## src/rtl/pool_pkg.sv

```systemverilog
// Shared definitions for the 2x2 max-pooling window interface: default operand width,
// feeder FSM encodings and the window field order agreed with the pooling unit.
package pool_pkg;

    localparam int POOL_DATA_W = 5;

    typedef enum logic [1:0] {
        S_TOP  = 2'd0,
        S_BOT  = 2'd1,
        S_LAST = 2'd2
    } pool_state_e;

    // Window field order: top-left, top-right, bottom-left, bottom-right
    localparam int WIN_TL = 0;
    localparam int WIN_TR = 1;
    localparam int WIN_BL = 2;
    localparam int WIN_BR = 3;
    localparam int WIN_N  = 4;

    function automatic int idx_w(input int n);
        return (n > 1) ? $clog2(n) : 1;
    endfunction

endpackage

```

## src/rtl/pool_line_buffer.sv

```systemverilog
// One-row pixel store for the window feeder: single write port, two asynchronous
// read ports so both top-row pixels of a window are available in the same cycle.
module pool_line_buffer
#(
    parameter int DEPTH  = 4,
    parameter int DATA_W = 5,
    parameter int ADDR_W = 2
)(
    input  logic              clk,
    input  logic              we,
    input  logic [ADDR_W-1:0] wr_addr,
    input  logic [DATA_W-1:0] wr_data,
    input  logic [ADDR_W-1:0] rd_addr_a,
    output logic [DATA_W-1:0] rd_data_a,
    input  logic [ADDR_W-1:0] rd_addr_b,
    output logic [DATA_W-1:0] rd_data_b
);

    logic [DATA_W-1:0] mem_rd [DEPTH];

    generate
        for (genvar gi = 0; gi < DEPTH; gi++) begin : g_entry
            logic [DATA_W-1:0] cell_reg;

            always_ff @(posedge clk) begin
                if (we && (wr_addr == ADDR_W'(gi))) begin
                    cell_reg <= wr_data;
                end
            end

            assign mem_rd[gi] = cell_reg;
        end
    endgenerate

    assign rd_data_a = mem_rd[rd_addr_a];
    assign rd_data_b = mem_rd[rd_addr_b];

endmodule

```

## src/rtl/pool_window_feeder.sv

```systemverilog
// Turns a raster pixel stream into non-overlapping 2x2 windows (stride 2) for the pooling unit.
// Optional POOL_FEEDER_IDX_EN adds the pooled-output coordinate (win_row, win_col) of each window.
module pool_window_feeder
    import pool_pkg::*;
#(
    parameter int DATA_W = POOL_DATA_W,
    parameter int IMG_W  = 4,
    parameter int IMG_H  = 4
)(
    input  logic                          clk,
    input  logic                          rst_n,
    input  logic [DATA_W-1:0]             pix_in,
    input  logic                          pix_valid,
    output logic                          pix_ready,
    output logic [DATA_W-1:0]             win_tl,
    output logic [DATA_W-1:0]             win_tr,
    output logic [DATA_W-1:0]             win_bl,
    output logic [DATA_W-1:0]             win_br,
    output logic                          win_valid,
    input  logic                          win_ready,
`ifdef POOL_FEEDER_IDX_EN
    output logic [idx_w(IMG_H/2)-1:0]     win_row,
    output logic [idx_w(IMG_W/2)-1:0]     win_col,
`endif
    output logic                          frame_done
);

    localparam int COL_W = idx_w(IMG_W);
    localparam int ROW_W = idx_w(IMG_H);
    localparam logic [COL_W-1:0] COL_LAST = COL_W'(IMG_W - 1);
    localparam logic [ROW_W-1:0] ROW_LAST = ROW_W'(IMG_H - 1);

    if ((IMG_W % 2) != 0 || (IMG_H % 2) != 0 || IMG_W < 2 || IMG_H < 2) begin : g_bad_geometry
        $fatal(1, "pool_window_feeder: IMG_W and IMG_H must be even and >= 2");
    end

    pool_state_e       state_reg;
    logic [COL_W-1:0]  col_reg;
    logic [ROW_W-1:0]  row_reg;
    logic [DATA_W-1:0] hold_reg;
    logic              win_valid_reg;
    logic              frame_done_reg;
    logic [DATA_W-1:0] win_reg  [WIN_N];
    logic [DATA_W-1:0] win_next [WIN_N];

    logic              accept;
    logic              load;
    logic              handshake;
    logic              buf_we;
    logic [COL_W-1:0]  left_addr;
    logic [DATA_W-1:0] lb_left;
    logic [DATA_W-1:0] lb_right;

    // The last row stalls input until its window leaves, so frames never interleave
    assign pix_ready = (state_reg != S_LAST) && (!win_valid_reg || win_ready);
    assign accept    = pix_valid && pix_ready;
    assign handshake = win_valid_reg && win_ready;
    assign load      = accept && (state_reg == S_BOT) && col_reg[0];
    assign buf_we    = accept && (state_reg == S_TOP);
    assign left_addr = col_reg - 1'b1;

    pool_line_buffer #(
        .DEPTH  (IMG_W),
        .DATA_W (DATA_W),
        .ADDR_W (COL_W)
    ) u_line_buffer (
        .clk       (clk),
        .we        (buf_we),
        .wr_addr   (col_reg),
        .wr_data   (pix_in),
        .rd_addr_a (left_addr),
        .rd_data_a (lb_left),
        .rd_addr_b (col_reg),
        .rd_data_b (lb_right)
    );

    always_comb begin
        win_next[WIN_TL] = lb_left;
        win_next[WIN_TR] = lb_right;
        win_next[WIN_BL] = hold_reg;
        win_next[WIN_BR] = pix_in;
    end

    generate
        for (genvar gi = 0; gi < WIN_N; gi++) begin : g_win
            always_ff @(posedge clk) begin
                if (!rst_n) begin
                    win_reg[gi] <= '0;
                end else if (load) begin
                    win_reg[gi] <= win_next[gi];
                end
            end
        end
    endgenerate

    always_ff @(posedge clk) begin
        if (!rst_n) begin
            state_reg      <= S_TOP;
            col_reg        <= '0;
            row_reg        <= '0;
            hold_reg       <= '0;
            win_valid_reg  <= 1'b0;
            frame_done_reg <= 1'b0;
        end else begin
            frame_done_reg <= 1'b0;
            // A load in the same cycle as a handshake keeps the output valid back-to-back
            if (load) begin
                win_valid_reg <= 1'b1;
            end else if (handshake) begin
                win_valid_reg <= 1'b0;
            end

            case (state_reg)
                S_TOP: begin
                    if (accept) begin
                        if (col_reg == COL_LAST) begin
                            col_reg   <= '0;
                            row_reg   <= row_reg + 1'b1;
                            state_reg <= S_BOT;
                        end else begin
                            col_reg <= col_reg + 1'b1;
                        end
                    end
                end
                S_BOT: begin
                    if (accept) begin
                        if (!col_reg[0]) begin
                            hold_reg <= pix_in;
                        end
                        if (col_reg == COL_LAST) begin
                            col_reg <= '0;
                            if (row_reg == ROW_LAST) begin
                                state_reg <= S_LAST;
                            end else begin
                                row_reg   <= row_reg + 1'b1;
                                state_reg <= S_TOP;
                            end
                        end else begin
                            col_reg <= col_reg + 1'b1;
                        end
                    end
                end
                S_LAST: begin
                    if (handshake) begin
                        frame_done_reg <= 1'b1;
                        row_reg        <= '0;
                        state_reg      <= S_TOP;
                    end
                end
                default: state_reg <= S_TOP;
            endcase
        end
    end

`ifdef POOL_FEEDER_IDX_EN
    localparam int RI_W = idx_w(IMG_H/2);
    localparam int CI_W = idx_w(IMG_W/2);
    logic [RI_W-1:0] win_row_reg;
    logic [CI_W-1:0] win_col_reg;

    // Loaded on the bottom-right pixel, so row/col are odd and halving gives the pooled index
    always_ff @(posedge clk) begin
        if (!rst_n) begin
            win_row_reg <= '0;
            win_col_reg <= '0;
        end else if (load) begin
            win_row_reg <= RI_W'(row_reg >> 1);
            win_col_reg <= CI_W'(col_reg >> 1);
        end
    end

    assign win_row = win_row_reg;
    assign win_col = win_col_reg;
`endif

    assign win_tl     = win_reg[WIN_TL];
    assign win_tr     = win_reg[WIN_TR];
    assign win_bl     = win_reg[WIN_BL];
    assign win_br     = win_reg[WIN_BR];
    assign win_valid  = win_valid_reg;
    assign frame_done = frame_done_reg;

endmodule

```

## config.mk

```make
export PLATFORM = sky130hd
export DESIGN_NAME = pool_window_feeder
export DESIGN_NICKNAME = d
export VERILOG_FILES = /design/src/rtl/pool_pkg.sv /design/src/rtl/pool_line_buffer.sv /design/src/rtl/pool_window_feeder.sv
export SDC_FILE = /design/constraint.sdc
export NUM_CORES = 1
export LEC_CHECK = 0
export BUFFER_PORTS_ARGS = -buffer_cell sky130_fd_sc_hd__buf_4
export CAP_MARGIN = 30
export CORE_ASPECT_RATIO = 1.75
export CORE_MARGIN = 2
export CORE_UTILIZATION = 40
export CTS_CLUSTER_DIAMETER = 40
export CTS_CLUSTER_SIZE = 10
export DETAILED_ROUTE_END_ITERATION = 8
export PLACE_DENSITY = 0.67
export SKIP_LAST_GASP = 1
export SLEW_MARGIN = 20
export SYNTH_ARGS = -nofsm -noshare
export SYNTH_HDL_FRONTEND = slang
export SYNTH_SLANG_ARGS = --single-unit
```

## constraint.sdc

```tcl
create_clock -name clk -period 1.9 [get_ports clk]
set_input_delay 0.19 -clock clk [delete_from_list [all_inputs] [get_ports clk]]
set_output_delay 0.19 -clock clk [all_outputs]
set_load 0.05 [all_outputs]
```

==> results of run 1 <==
[kinds of logic after synthesis]
logic type      after synthesis  synth area share [%]
mux                          17                  12.6
flops                        53                  62.1
buf+inv                      27                  5.32
fa+ha+maj                     5                  2.66
simple gates                 59                  14.0
compound gates               11                  3.30
[layout make-up]
| type | count | area, sq um |
|---|---|---|
| Fill cell | 515 | 3050 |
| Sequential cell | 53 | 1460 |
| Multi-Input combinational cell | 92 | 768 |
| Timing Repair Buffer | 35 | 263 |
| Tap cell | 78 | 97.6 |
| Clock buffer | 5 | 68.8 |
| Inverter | 14 | 52.6 |
| Clock inverter | 3 | 21.3 |
[worst max-delay path by stage]
stage / end / cells after the start
finish: win_reg[0][2]$_SDFFCE_PN0P_ / 4
detailed placement: win_reg[0][3]$_SDFFCE_PN0P_ / 4
floorplan: win_reg[0][0]$_SDFFCE_PN0P_ / 6
global placement: win_reg[0][1]$_SDFFCE_PN0P_ / 4
global route: u_line_buffer.g_entry[3].cell_reg[1]$_DFFE_PP_ / 3
CTS: win_reg[0][3]$_SDFFCE_PN0P_ / 4
[metrics by stage]
step | power [mW] | area (sq um)
2_1_floorplan | 1.49 | 2360
3_3_place_gp | 1.55 | 2640
3_5_place_dp | 1.56 | 2640
4_1_cts | 2.19 | 2730
5_1_grt | 2.24 | 2730
6_report | 2.17 | 2730
[cells in the mapped netlist, drive strengths merged]
master	instances	area, sq um
edfxtp	40	1200
nand2	16	60.1
inv	14	52.6
dfxtp	13	260
nor3	12	60.1
buf	10	61.3
mux4	10	225
nor3b	10	75.1
mux2i	7	70.1
ha	5	62.6
a21oi	4	20.0
and2	4	25.0
clkbuf	3	11.3
nand2b	3	18.8
nand3	3	15.0
nor2b	3	18.8
nand3b	2	15.0
o21ai	2	10.0
a211oi	1	12.5
a221oi	1	8.76
a32o	1	10.0
and4	1	8.76
and4b	1	10.0
nand4	1	6.26
nor2	1	3.75
o21a	1	7.51
o32ai	1	8.76
or3	1	6.26
or4	1	7.51
[metal layers]
metal	up-vias	track usage, %
met5	-	0
met4	0	8.05
met3	7	2.94
met2	26	23.9
met1	663	14.6
li1	687	-
[critical path: stages (launching register included)]
cell and delay (ns):
dfxtp_1 0.43, inv_2 0.07, ha_1 0.45, mux4_2 0.33
nor3b_1 0.14
[cell usage in the layout (no fill, tap or decap), types with 3 or more instances in the layout]
master     n
nand2_1   15
nor3b_1   10
mux4_2    10
inv_1     12
nand2b_1   3
mux2i_1    7
a21oi_1    4
nor2b_1    3
clkbuf_8   5
dfxtp_1   12
nand3_1    3
buf_4     35
edfxtp_1  40
nor3_1    12
and2_1     4
ha_1       5
[power groups by stage]
stage	Sequential (mW)	Combinational, mW	Clock (mW)
floorplan	1.37	0.120	0
global placement	1.32	0.234	0
detailed placement	1.32	0.237	0
CTS	1.29	0.237	0.660
global route	1.30	0.251	0.697
finish	1.29	0.234	0.643
==> out/summary.txt, run 1 <==
Status: completed
Worst Tran Pin Value: 0.457 ns
Die X: 62.0 um
Post-Synthesis Cells: 172
Setup violations, final: 0
CP arrival: 1.73 ns
Reg-to-reg endpoint: win_reg[0][2]$_SDFFCE_PN0P_
Worst relative slew slack: 69.4%
CP max FO: 6
Clk sinks: 53
Dpl hpwl: 2990 um
Core area: 0.00579 sq mm
FP Rows: 37
Mapped Avg Cell Area: 13.7 sq um
Via/cell ratio: 4.94
Max_cap viols: 0
Internal power: 1.63 mW
Initial antenna violation count: 0
Crit path launch type: flop
Met2 WL: 2340 um
Clock share of power: 29.7%
Critical R2R Launch: col_reg[0]$_SDFFE_PN0P_
Met3 wire len: 114 um
Placed cell count: 272
Count of cell types in the netlist: 33
Via count: 1,383
Final worst path period need: 1.68 ns
Final std cells w/o fill: 280
VDD IR-drop max: 0.000359 V
Vias in the first global route: 1,377
Hold/Removal Path Class: input pin to flop
Crit Path Class: flop to flop
Total congestion overflow: 0
Layout area overhead: 16.2%
Worst Hold Depth: 1
Reg2reg setup slack: 0.22 ns
DR top layer: met4
Unrepaired setup endpoints after global routing: false
YS warnings: 0
Comb power frac: 10.8%
GRT Total Usage: 13.9%
First-pass DRT Iterations: 4
First-pass GRT wire length: 6530 um
Pin count of the biggest net entering global routing: 26
Met1 WL: 1480 um
H-tree levels: 2
Gpl congestion: 0.822
DRC viols: 0
Remaining antenna violation count: 0
Antenna cells: 0
Max Fclk: 596 MHz
TNS Setup: 0 ns
PwrDens: 793 mW/mm^2
Critical Path RT: 1.96 ns
Setup Skew: 0.00948 ns
Num CTS Buffers: 5
Switching portion of total power: 24.7%
Hold_sp: pix_in[3]
Fin util: 47.2%
Sequential element share of the synthesized area: 62.1%
Num ports: 32
Post-Route WL: 4060 um
Psw: 0.536 mW
CTS tree: built
Post-cts sizing count: 0
Clk Tree Root Cell: clkbuf_8
DIE AREA: 0.00653 sq mm
Critical path endpoint category: flop
#FFs+latches synth: 53
Nets: 215
Final setup margin: 0.222 ns
Starting density of the core: 40.6%
Worst-skew pair later-pin latency: 0.32 ns
Reg clk slew, reported paths: 0.10 ns
CP startpoint: col_reg[0]$_SDFFE_PN0P_
Syn nets: 186
Worst Reg-to-Reg Cells: 4
1st-iter DRT viols: 40
Fin. max-slew vios: 0
Share of cells above drive strength 1: 28.7%
Hold Path Sink: u_line_buffer.g_entry[1].cell_reg[3]$_DFFE_PP_
Final Cycle Share: 88.3%
Pleak: 0.961 nW
Clk buf depth: 2
Post-CTS Hold Fix Bufs: 0
Post-synthesis cell area: 0.00235 sq mm
Post-CTS Repair Setup Buffers: 0
Hold Vio Cnt, Final: 0
Routed len/inst: 14.5 um
Sequential power share: 59.6%
Vert. Die Dim: 105 um
Pre-CTS WS: 0.225 ns
Hold WS: 0.0981 ns
I/O Buffers: 31
No activity file was read; power rests on OpenSTA's default activity.
==> run 2, diff against run 1 <==
Settings changed: CORE_UTILIZATION 40 to 45, PLACE_DENSITY 0.67 to 0.73.
==> run 2 against run 1 <==
Compared with the run above:
- the run now ends with design-rule violations left
- flip-flop and latch count unchanged
- first-iteration DRC count increased by 23%
- clock skew decreased by 0.0052 ns
- sequential power about the same
- worst hold slack improved by 0.0063 ns
- setup slack got worse by 0.0025 ns
- register-to-register slack about the same
- power increased by 0.94%
- largest cell class unchanged
- largest power group unchanged
==> out/summary.txt, run 2 (synthesis results as in run 1) <==
Status: complete, but fails checks
Failing checks: design-rule violations
Remaining antenna violation count: 0 (unchanged)
Worst Tran Pin Value: 0.472 ns (+0.0149 ns)
FP Rows: 34 (-8.1%)
Final setup margin: 0.220 ns (-0.00246 ns)
Clk sinks: 53 (unchanged)
First-pass GRT wire length: 6970 um (+6.7%)
I/O Buffers: 31 (unchanged)
Crit Path Class: flop to flop
1st-iter DRT viols: 49 (+23%)
Reg clk slew, reported paths: 0.10 ns (about the same)
DRC viols: 3 (+3)
Core area: 0.00502 sq mm (-13%)
Routed len/inst: 16.5 um (+14%)
H-tree levels: 2 (unchanged)
Final std cells w/o fill: 256 (-8.6%)
Fin. max-slew vios: 0 (unchanged)
PwrDens: 809 mW/mm^2 (+1.9%)
Initial antenna violation count: 0 (unchanged)
Pre-CTS WS: 0.203 ns (-0.0227 ns)
Vias in the first global route: 1,443 (+4.8%)
First-pass DRT Iterations: 6 (+2)
Final worst path period need: 1.68 ns (+0.00246 ns)
Gpl congestion: 0.780 (-5.1%)
Setup violations, final: 0 (unchanged)
CP max FO: 10 (+4)
Via count: 1,405 (+1.6%)
Starting density of the core: 46.9% (+6.2 points)
Commonest non-fill, non-tap cells in the layout: 40 x edfxtp_1, 35 x buf_4, 15 x nand2_1
Worst relative slew slack: 68.4% (-1.0 points)
Num ports: 32 (unchanged)
Commonest non-fill, non-tap cell in the layout: edfxtp_1
Critical path endpoint category: flop
Total congestion overflow: 0 (unchanged)
Num CTS Buffers: 5 (unchanged)
Critical Path RT: 1.89 ns (-0.07 ns)
DIE AREA: 0.00584 sq mm (-11%)
Worst-skew pair later-pin latency: 0.31 ns (about the same)
PnR Total Power: 2.19 mW (+0.94%)
VDD IR-drop max: 0.000645 V (+80%)
Vert. Die Dim: 99.6 um (-5.5%)
Placed cell count: 248 (-8.8%)
Layout area overhead: 15.1%
Unrepaired setup endpoints after global routing: false
Max Fclk: 595 MHz (-0.15%)
Nets: 215 (unchanged)
Hold Vio Cnt, Final: 0 (unchanged)
Clk Tree Root Cell: clkbuf_8
Hold/Removal Path Class: input pin to flop
Share of cells above drive strength 1: 28.7% (unchanged)
Clk buf depth: 2 (unchanged)
Die X: 58.7 um (-5.3%)
Post-cts sizing count: 0 (unchanged)
TNS Setup: 0 ns (unchanged)
Pin count of the biggest net entering global routing: 26 (unchanged)
CTS tree: built
GRT Total Usage: 16.0% (+2.1 points)
Setup Skew: 0.00424 ns (-0.00524 ns)
Final Cycle Share: 88.4% (+0.13 points)
Max_cap viols: 0 (unchanged)
Dpl hpwl: 2900 um (-3.0%)
Pleak: 0.963 nW (+0.22%)
Antenna cells: 0 (unchanged)
CP arrival: 1.67 ns (-0.06 ns)
Post-CTS Repair Setup Buffers: 0 (unchanged)
Crit path launch type: flop
Post-Route WL: 4210 um (+3.8%)
Via/cell ratio: 5.49 (+11%)
Post-CTS Hold Fix Bufs: 0 (unchanged)
## run 2: path summary, 6_finish.rpt
check,to,slack [ns],from,depth (start not counted)
max,u_line_buffer.g_entry[0].cell_reg[4]$_DFFE_PP_,0.22,state_reg[1]$_SDFFE_PN0P_,3
min,u_line_buffer.g_entry[3].cell_reg[3]$_DFFE_PP_,0.10,pix_in[3],1
max reg2reg,u_line_buffer.g_entry[0].cell_reg[4]$_DFFE_PP_,0.22,state_reg[1]$_SDFFE_PN0P_,3
min reg2reg,hold_reg[4]$_SDFFE_PN0P_,0.46,hold_reg[4]$_SDFFE_PN0P_,2
## run 2: critical path: stages, from the launching register on
cell	delay [ns]
dfxtp_1	0.40
nand2b_1	0.24
nor3_1	0.35
and2_1	0.37
## run 2: layout make-up
type / instances / area (sq um)
fill: 435 / 2310
sequential: 53 / 1460
multi-input combinational: 92 / 768
timing repair buffer: 35 / 263
clock buffer: 5 / 68.8
tap: 54 / 67.6
inverter: 14 / 52.6
clock inverter: 3 / 25.0
## run 2: per-stage QoR
step / utilization, % / hold WS (ns) / cell area [sq um]
global route: 53.9 / 0.0898 / 2710
floorplan: - / 0.289 / 2360
detailed placement: 52.1 / 0.427 / 2610
global placement: 52.1 / 0.421 / 2610
CTS: 53.9 / 0.0975 / 2710
finish: 53.9 / 0.104 / 2710
## run 2: power breakdown
part / switching (mW) / leakage, nW / internal, mW
sequential: 0.0136 / 0.496 / 1.28
combinational: 0.145 / 0.421 / 0.0936
clock: 0.390 / 0.0466 / 0.270
total: 0.548 / 0.963 / 1.64
## run 2: layer usage
layer | GRT usage [%] | wire (um) | part of all wire, % | vias up
met4 | 7.34 | 74 | 1.8 | 0
met2 | 28.4 | 2370 | 56 | 32
met3 | 2.73 | 151 | 3.6 | 7
met1 | 18.1 | 1620 | 38 | 682
li1 | - | - | - | 684
met5 | 0 | 0 | 0 | -
